## config.mk

```make
export PLATFORM = sky130hd
export DESIGN_NAME = current_detect_multi_phy
export DESIGN_NICKNAME = d
export VERILOG_FILES = /design/src/rtl/current_detect_multi_phy.sv
export SDC_FILE = /design/constraint.sdc
export NUM_CORES = 1
export LEC_CHECK = 0
export ABC_CLOCK_PERIOD_IN_PS = 6200
export CORE_MARGIN = 5
export CORE_UTILIZATION = 26
export DETAILED_ROUTE_END_ITERATION = 7
export GPL_ROUTABILITY_DRIVEN = 0
export PLACE_DENSITY = 0.5
export SLEW_MARGIN = 10
export SYNTH_ARGS = -nofsm -noshare
export SYNTH_HDL_FRONTEND = slang
export SYNTH_SLANG_ARGS = --single-unit
```

## constraint.sdc

```tcl
create_clock -name sys_clk -period 6.2 [get_ports sys_clk]
set_input_delay 0.93 -clock sys_clk [delete_from_list [all_inputs] [get_ports sys_clk]]
set_output_delay 0.93 -clock sys_clk [all_outputs]
set_load 0.01 [all_outputs]
```

## src/rtl/current_detect_multi_phy.sv

```systemverilog
// current_detect_multi_phy: parallel SPI reader for NUM_CH phase-current sensors on a shared SCLK/CS_n.
// Optional macro CURRENT_MULTI_AVG_EN adds a two-tap averaging filter on each stored current.
module current_detect_multi_phy #(
    parameter int unsigned NUM_CH    = 3,
    parameter int unsigned SCLK_DIV  = 20,
    parameter int unsigned TCSS_CYC  = 10,
    parameter int unsigned TCSON_CYC = 30,
    parameter int unsigned MAX_ERR   = 10,
    parameter int unsigned OUT_W     = 16
) (
    input  logic                    sys_clk,
    input  logic                    reset_n,
    input  logic                    detect_enable_in,
    input  logic [15:0]             pmsm_imax_in,
    input  logic [NUM_CH-1:0]       spi_data_in,
    output logic                    spi_sclk_out,
    output logic                    spi_cs_n_out,
    output logic [NUM_CH*OUT_W-1:0] current_out,
    output logic [NUM_CH*8-1:0]     state_out,
    output logic [NUM_CH-1:0]       detect_err_out,
    output logic [NUM_CH-1:0]       ch_valid_out,
    output logic                    detect_done_out
);
    localparam int unsigned HALF     = SCLK_DIV / 2;
    localparam int unsigned PER_W    = $clog2(SCLK_DIV);
    localparam int unsigned WAIT_MAX = (TCSS_CYC > TCSON_CYC) ? TCSS_CYC : TCSON_CYC;
    localparam int unsigned WAIT_W   = $clog2(WAIT_MAX + 1);
    localparam int unsigned ERR_W    = $clog2(MAX_ERR + 1);

    typedef enum logic [2:0] {S_IDLE, S_TCSS, S_READ, S_CHECK, S_RETRY, S_PROC} state_t;
    state_t state, state_nx;

    logic [PER_W-1:0]              period, period_nx;
    logic [3:0]                    bit_cnt;
    logic [WAIT_W-1:0]             wait_cnt;
    logic [NUM_CH-1:0]             sync1, sync2;
    logic [NUM_CH-1:0][15:0]       shreg;
    logic [NUM_CH-1:0][ERR_W-1:0]  err_cnt, err_cnt_nx;
    logic [NUM_CH-1:0]             bad, oc, st_err, st_valid, st_store;
    logic [NUM_CH-1:0][7:0]        st_code;
    logic [NUM_CH-1:0][OUT_W-1:0]  cur_new, store_val;
    logic                          retry;
    logic signed [17:0]            oc_lim, oc_hi, oc_lo;

    always_ff @(posedge sys_clk or negedge reset_n) begin
        if (!reset_n) state <= S_IDLE;
        else          state <= state_nx;
    end

    always_comb begin
        state_nx = state;
        case (state)
            S_IDLE:  if (detect_enable_in) state_nx = S_TCSS;
            S_TCSS:  if (wait_cnt == WAIT_W'(TCSS_CYC - 1)) state_nx = S_READ;
            S_READ:  if (bit_cnt == 4'd15 && period == PER_W'(SCLK_DIV - 1)) state_nx = S_CHECK;
            S_CHECK: state_nx = retry ? S_RETRY : S_PROC;
            S_RETRY: if (wait_cnt == WAIT_W'(TCSON_CYC - 1)) state_nx = S_READ;
            S_PROC:  state_nx = S_IDLE;
            default: state_nx = S_IDLE;
        endcase
    end

    assign period_nx = (state == S_READ && period != PER_W'(SCLK_DIV - 1)) ? period + 1'b1 : '0;

    // Frame check: odd parity, empty status frames are also rejected
    always_comb begin
        retry      = 1'b0;
        bad        = '0;
        err_cnt_nx = '0;
        for (int c = 0; c < NUM_CH; c++) begin
            bad[c] = !(^shreg[c]) || (shreg[c][15] && shreg[c][13:10] == 4'd0);
            if (^shreg[c])
                err_cnt_nx[c] = '0;
            else if (err_cnt[c] == ERR_W'(MAX_ERR))
                err_cnt_nx[c] = err_cnt[c];
            else
                err_cnt_nx[c] = err_cnt[c] + 1'b1;
            if (bad[c] && err_cnt_nx[c] < ERR_W'(MAX_ERR)) retry = 1'b1;
        end
    end

    assign oc_lim = 18'({pmsm_imax_in, 4'd0});
    assign oc_hi  = 18'sd4096 + oc_lim;
    assign oc_lo  = 18'sd4096 - oc_lim;

    // Per-channel decode of the latest frame, in priority order
    always_comb begin
        oc       = '0;
        cur_new  = '0;
        st_code  = '0;
        st_err   = '0;
        st_valid = '0;
        st_store = '0;
        for (int c = 0; c < NUM_CH; c++) begin
            oc[c] = ($signed({5'd0, shreg[c][12:0]}) > oc_hi) ||
                    ($signed({5'd0, shreg[c][12:0]}) < oc_lo);
            cur_new[c] = OUT_W'($signed({5'd0, shreg[c][12:0]}) - 18'sd4096);
            if (err_cnt[c] == ERR_W'(MAX_ERR)) begin
                st_code[c] = 8'h20;
                st_err[c]  = 1'b1;
            end else if (!shreg[c][15] && (shreg[c][13] || oc[c])) begin
                st_code[c]  = 8'h10;
                st_err[c]   = 1'b1;
                st_store[c] = 1'b1;
            end else if (shreg[c][15]) begin
                st_code[c] = {4'd0, shreg[c][13:10]};
                st_err[c]  = 1'b1;
            end else begin
                st_valid[c] = 1'b1;
                st_store[c] = 1'b1;
            end
        end
    end

`ifdef CURRENT_MULTI_AVG_EN
    logic [NUM_CH-1:0]          seen;
    logic [NUM_CH-1:0][OUT_W:0] avg_sum;

    always_comb begin
        avg_sum   = '0;
        store_val = '0;
        for (int c = 0; c < NUM_CH; c++) begin
            avg_sum[c]   = (OUT_W+1)'($signed(cur_new[c])) +
                           (OUT_W+1)'($signed(current_out[c*OUT_W +: OUT_W]));
            store_val[c] = seen[c] ? OUT_W'($signed(avg_sum[c]) >>> 1) : cur_new[c];
        end
    end

    // First stored sample after reset bypasses the filter
    always_ff @(posedge sys_clk or negedge reset_n) begin
        if (!reset_n)              seen <= '0;
        else if (state == S_PROC)  seen <= seen | st_store;
    end
`else
    assign store_val = cur_new;
`endif

    // Bit timing, synchroniser, shift registers and parity-failure counters
    always_ff @(posedge sys_clk or negedge reset_n) begin
        if (!reset_n) begin
            period   <= '0;
            bit_cnt  <= '0;
            wait_cnt <= '0;
            sync1    <= '0;
            sync2    <= '0;
            shreg    <= '0;
            err_cnt  <= '0;
        end else begin
            sync1  <= spi_data_in;
            sync2  <= sync1;
            period <= period_nx;
            case (state)
                S_TCSS, S_RETRY: wait_cnt <= (state_nx == state) ? wait_cnt + 1'b1 : '0;
                S_READ: begin
                    if (period == PER_W'(SCLK_DIV - 1)) bit_cnt <= bit_cnt + 1'b1;
                    if (period == PER_W'(HALF + 1)) begin
                        for (int c = 0; c < NUM_CH; c++) shreg[c] <= {shreg[c][14:0], sync2[c]};
                    end
                end
                S_CHECK: err_cnt <= err_cnt_nx;
                S_PROC: begin
                    for (int c = 0; c < NUM_CH; c++) begin
                        if (err_cnt[c] == ERR_W'(MAX_ERR)) err_cnt[c] <= '0;
                    end
                end
                default: ;
            endcase
        end
    end

    always_ff @(posedge sys_clk or negedge reset_n) begin
        if (!reset_n) begin
            spi_sclk_out    <= 1'b0;
            spi_cs_n_out    <= 1'b1;
            current_out     <= '0;
            state_out       <= '0;
            detect_err_out  <= '0;
            ch_valid_out    <= '0;
            detect_done_out <= 1'b0;
        end else begin
            detect_err_out  <= '0;
            ch_valid_out    <= '0;
            detect_done_out <= 1'b0;
            spi_cs_n_out    <= !(state_nx inside {S_TCSS, S_READ, S_CHECK});
            spi_sclk_out    <= (state_nx == S_READ) && (period_nx < PER_W'(HALF));
            if (state == S_PROC) begin
                detect_done_out <= 1'b1;
                detect_err_out  <= st_err;
                ch_valid_out    <= st_valid;
                for (int c = 0; c < NUM_CH; c++) begin
                    state_out[c*8 +: 8] <= st_code[c];
                    if (st_store[c]) current_out[c*OUT_W +: OUT_W] <= store_val[c];
                end
            end
        end
    end
endmodule

```

==> metrics.md, run 1 <==
| Metric | Value |
|---|---|
| Status | `completed` |
| Post-cts hold buffer count | `0` |
| Syn Inst Count | `812` |
| Residual DRC | `0` |
| Die Span X | `186 µm` |
| Vias in the first global route | `6035` |
| Worst Hold Depth | `0` |
| Unique cell type count in the Yosys netlist | `51` |
| Sequential fraction of the synthesis area | `0.463` |
| Global-route wire length before repair | `32.9 mm` |
| Mean Syn Cell Area | `9.92 µm²` |
| Most common cell after layout, fill and taps aside | `dfrtp_1` |
| Final instance area | `10000 µm²` |
| # setup viols final | `0` |
| Via density | `4.50` |
| Post-synthesis simple-gate area fraction | `0.148` |
| Clock buffer count from CTS | `17` |
| Post-Synth Adder-Cell Area | `0.120` |
| Die Height | `186 µm` |
| WL final | `19.9 mm` |
| Fin nets | `995` |
| Final min period | `3810 ps` |
| DP HPWL | `15.0 mm` |
| Die Area | `34600 µm²` |
| Maxcap violations | `0` |
| Num ports | `103` |
| Pin count of the biggest net entering global routing | `100` |
| Critical Path RT | `6510 ps` |
| Grt ovf | `0` |
| Htree depth | `4` |
| Placed inst area | `9340 µm²` |
| Endpoint type of the worst setup path | `flip-flop` |
| Commonest non-fill, non-tap cells in the layout | `dfrtp_1, nand2_1, clkdlybuf4s50_1, ha_1, o21ai_0` |
| Worst-case reg-to-reg path depth | `5` |
| Post-CTS setup buffers | `0` |
| Port bufs | `94` |
| Wirelength per Cell | `15.2 µm` |
| Synth Register Bits | `149` |
| Initial core utilization | `0.263` |
| Clk sinks | `149` |
| Top cell type by total area after synthesis | `dfrtp_1` |
| Clk_skew | `9.02 ps` |
| Routed Antenna Nets | `0` |
| Synth area leaders | `dfrtp_1, ha_1, nand2_1` |
| Synthesis Warnings | `0` |
| Hold Violations, Final | `0` |
| Root buf cell | `clkbuf_16` |
| Critical Path Start Type | `input port` |
| Slew HR | `0.308` |
| Aggregate global-route resource usage | `0.121` |
| Hold/Removal Path Class | `flip-flop to flip-flop` |
| WP data arrival | `4120 ps` |
| Pre-antenna DRT Iters | `4` |
| Largest family of logic cells by synthesized area | `simple AND/OR/NAND/NOR gates` |
| Clock buffer depth | `2` |
| Area growth syn-to-layout | `24.1%` |
| Post-synthesis compound-gate area fraction | `0.119` |
| Clock latency on the worst-skew pair | `420 ps` |
| Crit Path Max Fanout | `7` |
| Clock Pin Slew Worst Setup and Hold Paths | `60 ps` |
| DR iter-0 viols | `268` |
| PD cells | `224 nW/µm²` |
| Worst-Margin Slew | `1040 ps` |
| DR vias | `5883` |
| Cts repair resizes | `0` |
| CTS tree | `built` |
| Initial antenna violation count | `1` |
| Achievable Freq | `263 MHz` |
| Row count | `64` |
| Area of the mapped netlist | `8060 µm²` |
| Proportion of synthesized area in mux cells | `0.0489` |
| Synth top area share | `0.460` |
| Worst VDD drop | `0.161 mV` |
| Layout cells sized above 1 | `0.0869` |
| P_leak | `0.00454 µW` |
| Max-slew violations | `0` |
| Core Region | `30600 µm²` |
| Setup TNS | `0 ps` |
| RSZ-0062 raised after global routing | `no` |
| Fin crit share | `0.614` |
| Xor and xnor fraction of the mapped netlist area | `0.0511` |
| Setup Crit Path Kind | `input port to flip-flop` |
## cells by family after synthesis
kind of cell,after synthesis
multiplexers,35
XOR/XNOR,47
adder cells (fa/ha/maj),77
AO/OA/AOI/OAI,158
flip-flops,149
buffers and inverters,92
AND/OR/NAND/NOR,253
other,1
## per-stage QoR
stage          hold slack (ps)  total power (µW)   util  setup WS (ps)  cells
2_1_floorplan              331              1050      -           3140    817
3_3_place_gp               334              1110  0.305           1950   1273
3_5_place_dp               337              1110  0.305           1990   1273
4_1_cts                    352              2280  0.327           2430   1305
5_1_grt                    356              2330  0.327           2280   1306
6_report                   351              2240  0.327           2390   1306
## path summary, 6_finish.rpt
kind	from	end	slack [ps]
max	pmsm_imax_in[0]	ch_valid_out[2]	2390
min	sync1[0]	sync2[0]	350
max reg2reg	state[1]	current_out[40]	2730
min reg2reg	sync1[0]	sync2[0]	350
max in group asynchronous	reset_n	bit_cnt[0]	4340
min in group asynchronous	reset_n	sync1[2]	620
## final cells by class
type / count / area [µm²]
Inverter: 56 / 210
Clock inverter: 10 / 168
Timing Repair Buffer: 96 / 957
Tap cell: 396 / 495
Clock buffer: 22 / 494
Multi-Input combinational cell: 576 / 3950
Fill cell: 3175 / 20600
Sequential cell: 149 / 3730
Antenna cell: 1 / 2.50
## sequential cells by signal (all words and copies together) (netlist names)
register,count
bit_cnt,4
ch_valid_out,3
current_out,39
detect_done_out,1
detect_err_out,3
err_cnt,12
period,5
shreg,48
spi_cs_n_out,1
spi_sclk_out,1
state,3
state_out,18
sync1,3
sync2,3
wait_cnt,5
## where the power goes
| part | total (µW) | internal, µW | switching, µW |
|---|---|---|---|
| registers | 978 | 976 | 1.30 |
| clock network | 1150 | 731 | 420 |
| logic | 111 | 40.1 | 70.9 |
## cell usage after synthesis (all sizes together)
library cell / count
dfstp: 1
o32ai: 4
nor3: 17
xnor2: 39
or4: 2
o21ai: 86
o41ai: 2
nor4b: 1
a21oi: 22
nand3: 22
buf: 21
clkbuf: 15
a21o: 13
o31ai: 5
xor2: 8
nand2b: 11
a211oi: 2
o211ai: 2
and2: 2
nor2: 27
a41oi: 1
nor4: 5
a22o: 1
nand4b: 4
nor2b: 16
nand3b: 1
o21a: 11
a31oi: 1
o221ai: 2
o31a: 2
inv: 56
nor3b: 1
nand2: 124
ha: 77
conb: 1
and3: 3
a2111oi: 3
nand4: 13
or3: 4
mux2: 35
dfrtp: 148
a22oi: 1
## critical path, cell delays in order
cell and delay (ps):
clkdlybuf4s50_1 690, inv_1 80, ha_1 280, xor2_1 360, ha_1 310, o21a_1 110
o21a_1 170, o21a_1 160, o21ai_0 210, a21oi_1 120, a2111oi_2 340, nor4_1 150
and3_1 200
## metal layers
metal  part of all wire  up-vias  track usage  wire (µm)
li1                   -     2961            -          -
met1               0.47     2825        0.158       9320
met2               0.48       83        0.196       9490
met3              0.039       14       0.0303        773
met4              0.016        0       0.0382        326
met5                  0        -            0          0
(Power assumes the default switching activity.)
==> run 2: changes to the inputs <==
Settings changed: ABC_CLOCK_PERIOD_IN_PS 6200 to 3500, PLACE_DENSITY 0.5 to 0.51.
Clock period 6.2 ns to 3.5 ns, I/O delays scaled along.
==> metrics.md, run 2 (synthesis gave the netlist of run 1 again) <==
| Metric | Value |
|---|---|
| Max FFs per register | `48` |
| Slew HR | `0.493` |
| R2R Path Start | `shreg[27]` |
| Num ports | `103` |
| Fin crit share | `0.854` |
| Sequential cell area | `3730 µm²` |
| Cts repair resizes | `0` |
| CP bufs+invs | `1` |
| Core Region | `30600 µm²` |
| Critical Path RT | `3860 ps` |
| Pin count of the biggest net entering global routing | `76` |
| Clock buffer count from CTS | `17` |
| Clock latency on the worst-skew pair | `420 ps` |
| Most common cell after layout, fill and taps aside | `dfrtp_1` |
| WP data arrival | `3350 ps` |
| Die Height | `186 µm` |
| Cells along the critical path | `clkdlybuf4s50_1, or4_4, o41ai_1, nand2_1, ha_1, nand3_1, a21oi_1, a2111oi_2, nor4_1, and3_1` |
| Placed inst area | `9500 µm²` |
| Maxcap violations | `0` |
| Worst-case reg-to-reg path depth | `10` |
| DR vias | `5951` |
| P_leak | `0.00458 µW` |
| Flop pwr share | `0.472` |
| Combinational share of power | `0.059` |
| Clock Pin Slew Worst Setup and Hold Paths | `60 ps` |
| Setup TNS | `0 ps` |
| Area growth syn-to-layout | `24.7%` |
| Final core utilization | `0.328` |
| Commonest non-fill, non-tap cells in the layout | `dfrtp_1, nand2_1, clkdlybuf4s50_1, ha_1, o21ai_0` |
| Fin nets | `1013` |
| Placed cell count | `1291` |
| Final instance area | `10000 µm²` |
| Initial antenna violation count | `0` |
| Via density | `4.50` |
| Die Span X | `186 µm` |
| # setup viols final | `0` |
| Crit Path Max Fanout | `3` |
| Reg2reg end | `spi_sclk_out` |
| Top reg by flops | `shreg` |
| Htree depth | `4` |
| Non-Filler Instances | `1322` |
| RSZ-0062 raised after global routing | `no` |
| Diodes inserted | `0` |
| Max-slew violations | `0` |
| Post-CTS setup buffers | `0` |
| Hold/Removal Path Class | `input port to asynchronous set/reset pin` |
| Wirelength per Cell | `15.2 µm` |
| Clock buffer depth | `2` |
| CTS tree | `built` |
| Sw power | `861 µW` |
| Global-route wire length before repair | `32.4 mm` |
| Layout cells sized above 1 | `0.103` |
| Max incr delay on CP | `590 ps` |
| Row count | `64` |
| Endpoint type of the worst setup path | `flip-flop` |
| Initial core utilization | `0.263` |
| Die Area | `34600 µm²` |
| P_int | `2810 µW` |
| Routed Antenna Nets | `0` |
| Final min period | `2990 ps` |
| Setup Crit Path Kind | `input port to flip-flop` |
| Vias in the first global route | `6002` |
| Pre-antenna DRT Iters | `7` |
| Fillers | `3176` |
| Residual DRC | `0` |
| Clock power frac | `0.469` |
| CP delay by family, top | `simple AND/OR/NAND/NOR gates` |
| R2r setup slk | `670 ps` |
| Top Registers | `shreg x48, current_out x39, state_out x18` |
| Grt ovf | `0` |
| Worst-Margin Slew | `759 ps` |
| Status | `completed` |
| Achievable Freq | `334 MHz` |
| Post-cts hold buffer count | `0` |
| Switching share of power | `0.235` |
| Critical Path Start Type | `input port` |
| PD cells | `365 nW/µm²` |
| Port bufs | `94` |
| Aggregate global-route resource usage | `0.120` |
| Clk_skew | `9.26 ps` |
| Clk sinks | `149` |
| Area occupied by multi-input gates | `3950 µm²` |
| Hold Violations, Final | `0` |
| DP HPWL | `15.3 mm` |
| Root buf cell | `clkbuf_16` |
| WL final | `20.1 mm` |
| Worst VDD drop | `0.273 mV` |
| Slowest stage cell, crit path | `or4_4` |
| DR iter-0 viols | `360` |
| Critical path depth in cells | `10` |
## run 2: changes by cell type in the layout (fill, tap and decap cells not counted), moves of 2 or more
cell        previous run  this run
buf_12                 0         2
clkinvlp_4             1         4
buf_4                  2        18
clkbuf_8               5         1
clkinv_4               3         1
bufinv_16              4         1
clkinv_2               1         4
## run 2: through the flow
| step | hold WS [ps] | setup WS [ps] | power [µW] |
|---|---|---|---|
| 5_1_grt | 178 | 283 | 3840 |
| 4_1_cts | 144 | 524 | 3730 |
| 2_1_floorplan | 229 | 840 | 1870 |
| 6_report | 119 | 510 | 3670 |
| 3_5_place_dp | 337 | 95.0 | 1980 |
| 3_3_place_gp | 333 | 72.1 | 1980 |
## run 2: layout make-up
| cell class | instances | area share |
|---|---|---|
| clock buffers | 19 | 0.0441 |
| clock inverters | 12 | 0.0106 |
| inverters | 56 | 0.0209 |
| multi-input cells | 576 | 0.393 |
| flip-flops and latches | 149 | 0.371 |
| well taps | 396 | 0.0493 |
| repair buffers | 114 | 0.111 |
## run 2: how the worst max path moves through the flow
stage                            endpoint       startpoint  slack [ps]
after floorplan           ch_valid_out[0]  pmsm_imax_in[1]         840
after global placement    ch_valid_out[2]  pmsm_imax_in[0]          70
after detailed placement  ch_valid_out[2]  pmsm_imax_in[5]         100
after CTS                 ch_valid_out[2]  pmsm_imax_in[5]         520
after global routing         spi_sclk_out        shreg[27]         280
final                     ch_valid_out[2]  pmsm_imax_in[5]         510
## run 2: metal layers
| metal | track usage | part of all wire | vias up |
|---|---|---|---|
| li1 | - | - | 2983 |
| met1 | 0.159 | 0.47 | 2861 |
| met2 | 0.199 | 0.48 | 92 |
| met3 | 0.0281 | 0.039 | 15 |
| met4 | 0.0271 | 0.010 | 0 |
| met5 | 0 | 0 | - |
## run 2: worst reg2reg max path: stages, from the launching register on
cell and delay (ps):
dfrtp_1 460, inv_1 110, ha_1 310, xnor2_1 200, xnor2_1 160, xnor2_1 110, xnor2_1 520, nand4_1 200
o21ai_0 190, o41ai_2 150, nor4b_1 320
## run 2: power groups by stage
stage                     Clock, µW  Sequential, µW  Combinational (µW)
after floorplan                   0            1760                 103
after detailed placement          0            1760                 219
after CTS                      1780            1730                 221
after global placement            0            1760                 217
final                          1720            1730                 215
after global routing           1860            1730                 247
==> run 3: changes to the inputs <==
Settings changed: CELL_PAD_IN_SITES_DETAIL_PLACEMENT set to 1, CELL_PAD_IN_SITES_GLOBAL_PLACEMENT set to 1, CORE_UTILIZATION 26 to 39, HOLD_SLACK_MARGIN set to 0.15, PLACE_DENSITY 0.51 to 0.82.
==> metrics.md, run 3 (synthesis gave the netlist of run 1 again) <==
| Metric | Value |
|---|---|
| Switching share of power | `0.234` |
| Clock power frac | `0.461` |
| WL final | `21.3 mm` |
| Worst Hold Depth | `0` |
| R2R Path Start | `shreg[10]` |
| Die Height | `154 µm` |
| Root buf cell | `clkbuf_16` |
| Worst VDD drop | `0.309 mV` |
| Htree depth | `4` |
| Diodes inserted | `0` |
| Worst hold path startpoint | `sync1[1]` |
| Fin nets | `1015` |
| Core Region | `20300 µm²` |
| Worst setup margin | `400 ps` |
| Endpoint type of the worst setup path | `flip-flop` |
| Sequential cell area | `3730 µm²` |
| Die Area | `23600 µm²` |
| Slew HR | `0.479` |
| Num ports | `103` |
| Total power | `3630 µW` |
| Status | `completed` |
| Fillers | `2299` |
| Pre-antenna DRT Iters | `4` |
| Critical Path Start Type | `input port` |
| Top reg by flops | `shreg` |
| Initial antenna violation count | `0` |
| Clock buffer depth | `2` |
| Setup TNS | `0 ps` |
| Worst-case reg-to-reg path depth | `9` |
| Area occupied by multi-input gates | `3950 µm²` |
| P_int | `2780 µW` |
| Hold path endpoint | `sync2[1]` |
| Max FFs per register | `48` |
| Vias in the first global route | `6910` |
| WP data arrival | `3410 ps` |
| DP HPWL | `15.8 mm` |
| Cts repair resizes | `0` |
| Maxcap violations | `0` |
| Grt ovf | `0` |
| Worst-Margin Slew | `780 ps` |
| Via density | `5.27` |
| Die Span X | `154 µm` |
| CTS tree | `built` |
| Most common cell after layout, fill and taps aside | `dfrtp_1` |
| Top Registers | `shreg x48, current_out x39, state_out x18` |
| RSZ-0062 raised after global routing | `no` |
| Aggregate global-route resource usage | `0.185` |
| DR vias | `6300` |
| Clock Pin Slew Worst Setup and Hold Paths | `60 ps` |
| Critical Path RT | `3810 ps` |
| Clock latency on the worst-skew pair | `420 ps` |
| Pre-CTS setup slack | `14.0 ps` |
| Sw power | `851 µW` |
| Wirelength per Cell | `17.8 µm` |
| P_leak | `0.00458 µW` |
| Area growth syn-to-layout | `22.6%` |
| DR iter-0 viols | `238` |
| Hold/Removal Path Class | `flip-flop to flip-flop` |
| Port bufs | `94` |
| Layout cells sized above 1 | `0.0994` |
| Residual DRC | `0` |
| Max-slew violations | `0` |
| # setup viols final | `0` |
| Fin crit share | `0.886` |
| Initial core utilization | `0.397` |
| Clk sinks | `149` |
| PD cells | `368 nW/µm²` |
| Hold Violations, Final | `0` |
| Global-route wire length before repair | `35.6 mm` |
| R2r setup slk | `570 ps` |
| Combinational share of power | `0.063` |
| Flop pwr share | `0.477` |
| Final min period | `3100 ps` |
| Routed Antenna Nets | `0` |
| Clk_skew | `9.77 ps` |
| Achievable Freq | `323 MHz` |
| Crit Path Max Fanout | `3` |
| Reg2reg end | `spi_sclk_out` |
| Pin count of the biggest net entering global routing | `76` |
| Commonest non-fill, non-tap cells in the layout | `dfrtp_1, nand2_1, clkdlybuf4s50_1, ha_1, o21ai_0` |
| Clock buffer count from CTS | `17` |
| Row count | `52` |
| Setup Crit Path Kind | `input port to flip-flop` |
## run 3: what timing repair did
item                                   in CTS  in global routing
hold buffers                                1                  0
endpoints found under the hold margin      57                  0
setup buffers                               0                  0
## run 3: final cells by class
type,count,share of cell area
clock buffer,20,0.0442
clock inverter,9,0.00861
inverter,56,0.0213
multi-input combinational,576,0.399
sequential,149,0.378
tap,270,0.0342
timing repair buffer,116,0.115
## run 3: critical path, cell delays in order
cell             delay, ps
clkdlybuf4s50_1        520
inv_1                   60
ha_1                   280
inv_1                  120
ha_1                   250
nor2b_1                140
o21a_1                 170
o21a_1                 160
o21a_1                 160
o21ai_0                190
a21oi_1                110
a2111oi_2              330
nor4_1                  70
buf_4                  160
and3_1                 160
## run 3: routing by layer
layer	global-route usage	vias to the layer above	share of wire
met3	0.0402	47	0.044
met1	0.237	3121	0.44
met4	0.0614	0	0.025
li1	-	2992	-
met5	0	-	0
met2	0.312	140	0.49
## run 3: stage by stage
stage,instance area (µm²),instances,utilization,hold slack (ps)
floorplan,8080,817,-,229
global placement,9350,1166,0.460,332
detailed placement,9350,1166,0.460,347
CTS,9880,1196,0.487,358
global route,9880,1196,0.487,364
finish,9880,1196,0.487,353
## run 3: worst max-delay path by stage
stage,startpoint,endpoint,slack [ps],cells after the start
5_1_grt,pmsm_imax_in[0],ch_valid_out[0],270,15
6_report,pmsm_imax_in[0],ch_valid_out[2],400,15
3_5_place_dp,pmsm_imax_in[0],ch_valid_out[2],10,15
3_3_place_gp,pmsm_imax_in[0],ch_valid_out[2],30,15
4_1_cts,pmsm_imax_in[0],ch_valid_out[2],400,15
2_1_floorplan,pmsm_imax_in[1],ch_valid_out[0],840,12
## run 3: power by group through the flow
stage          sequential, µW  combinational [µW]  clock (µW)
2_1_floorplan            1760                 103           0
3_3_place_gp             1760                 214           0
3_5_place_dp             1760                 224           0
4_1_cts                  1730                 230        1710
5_1_grt                  1730                 255        1810
6_report                 1730                 228        1670
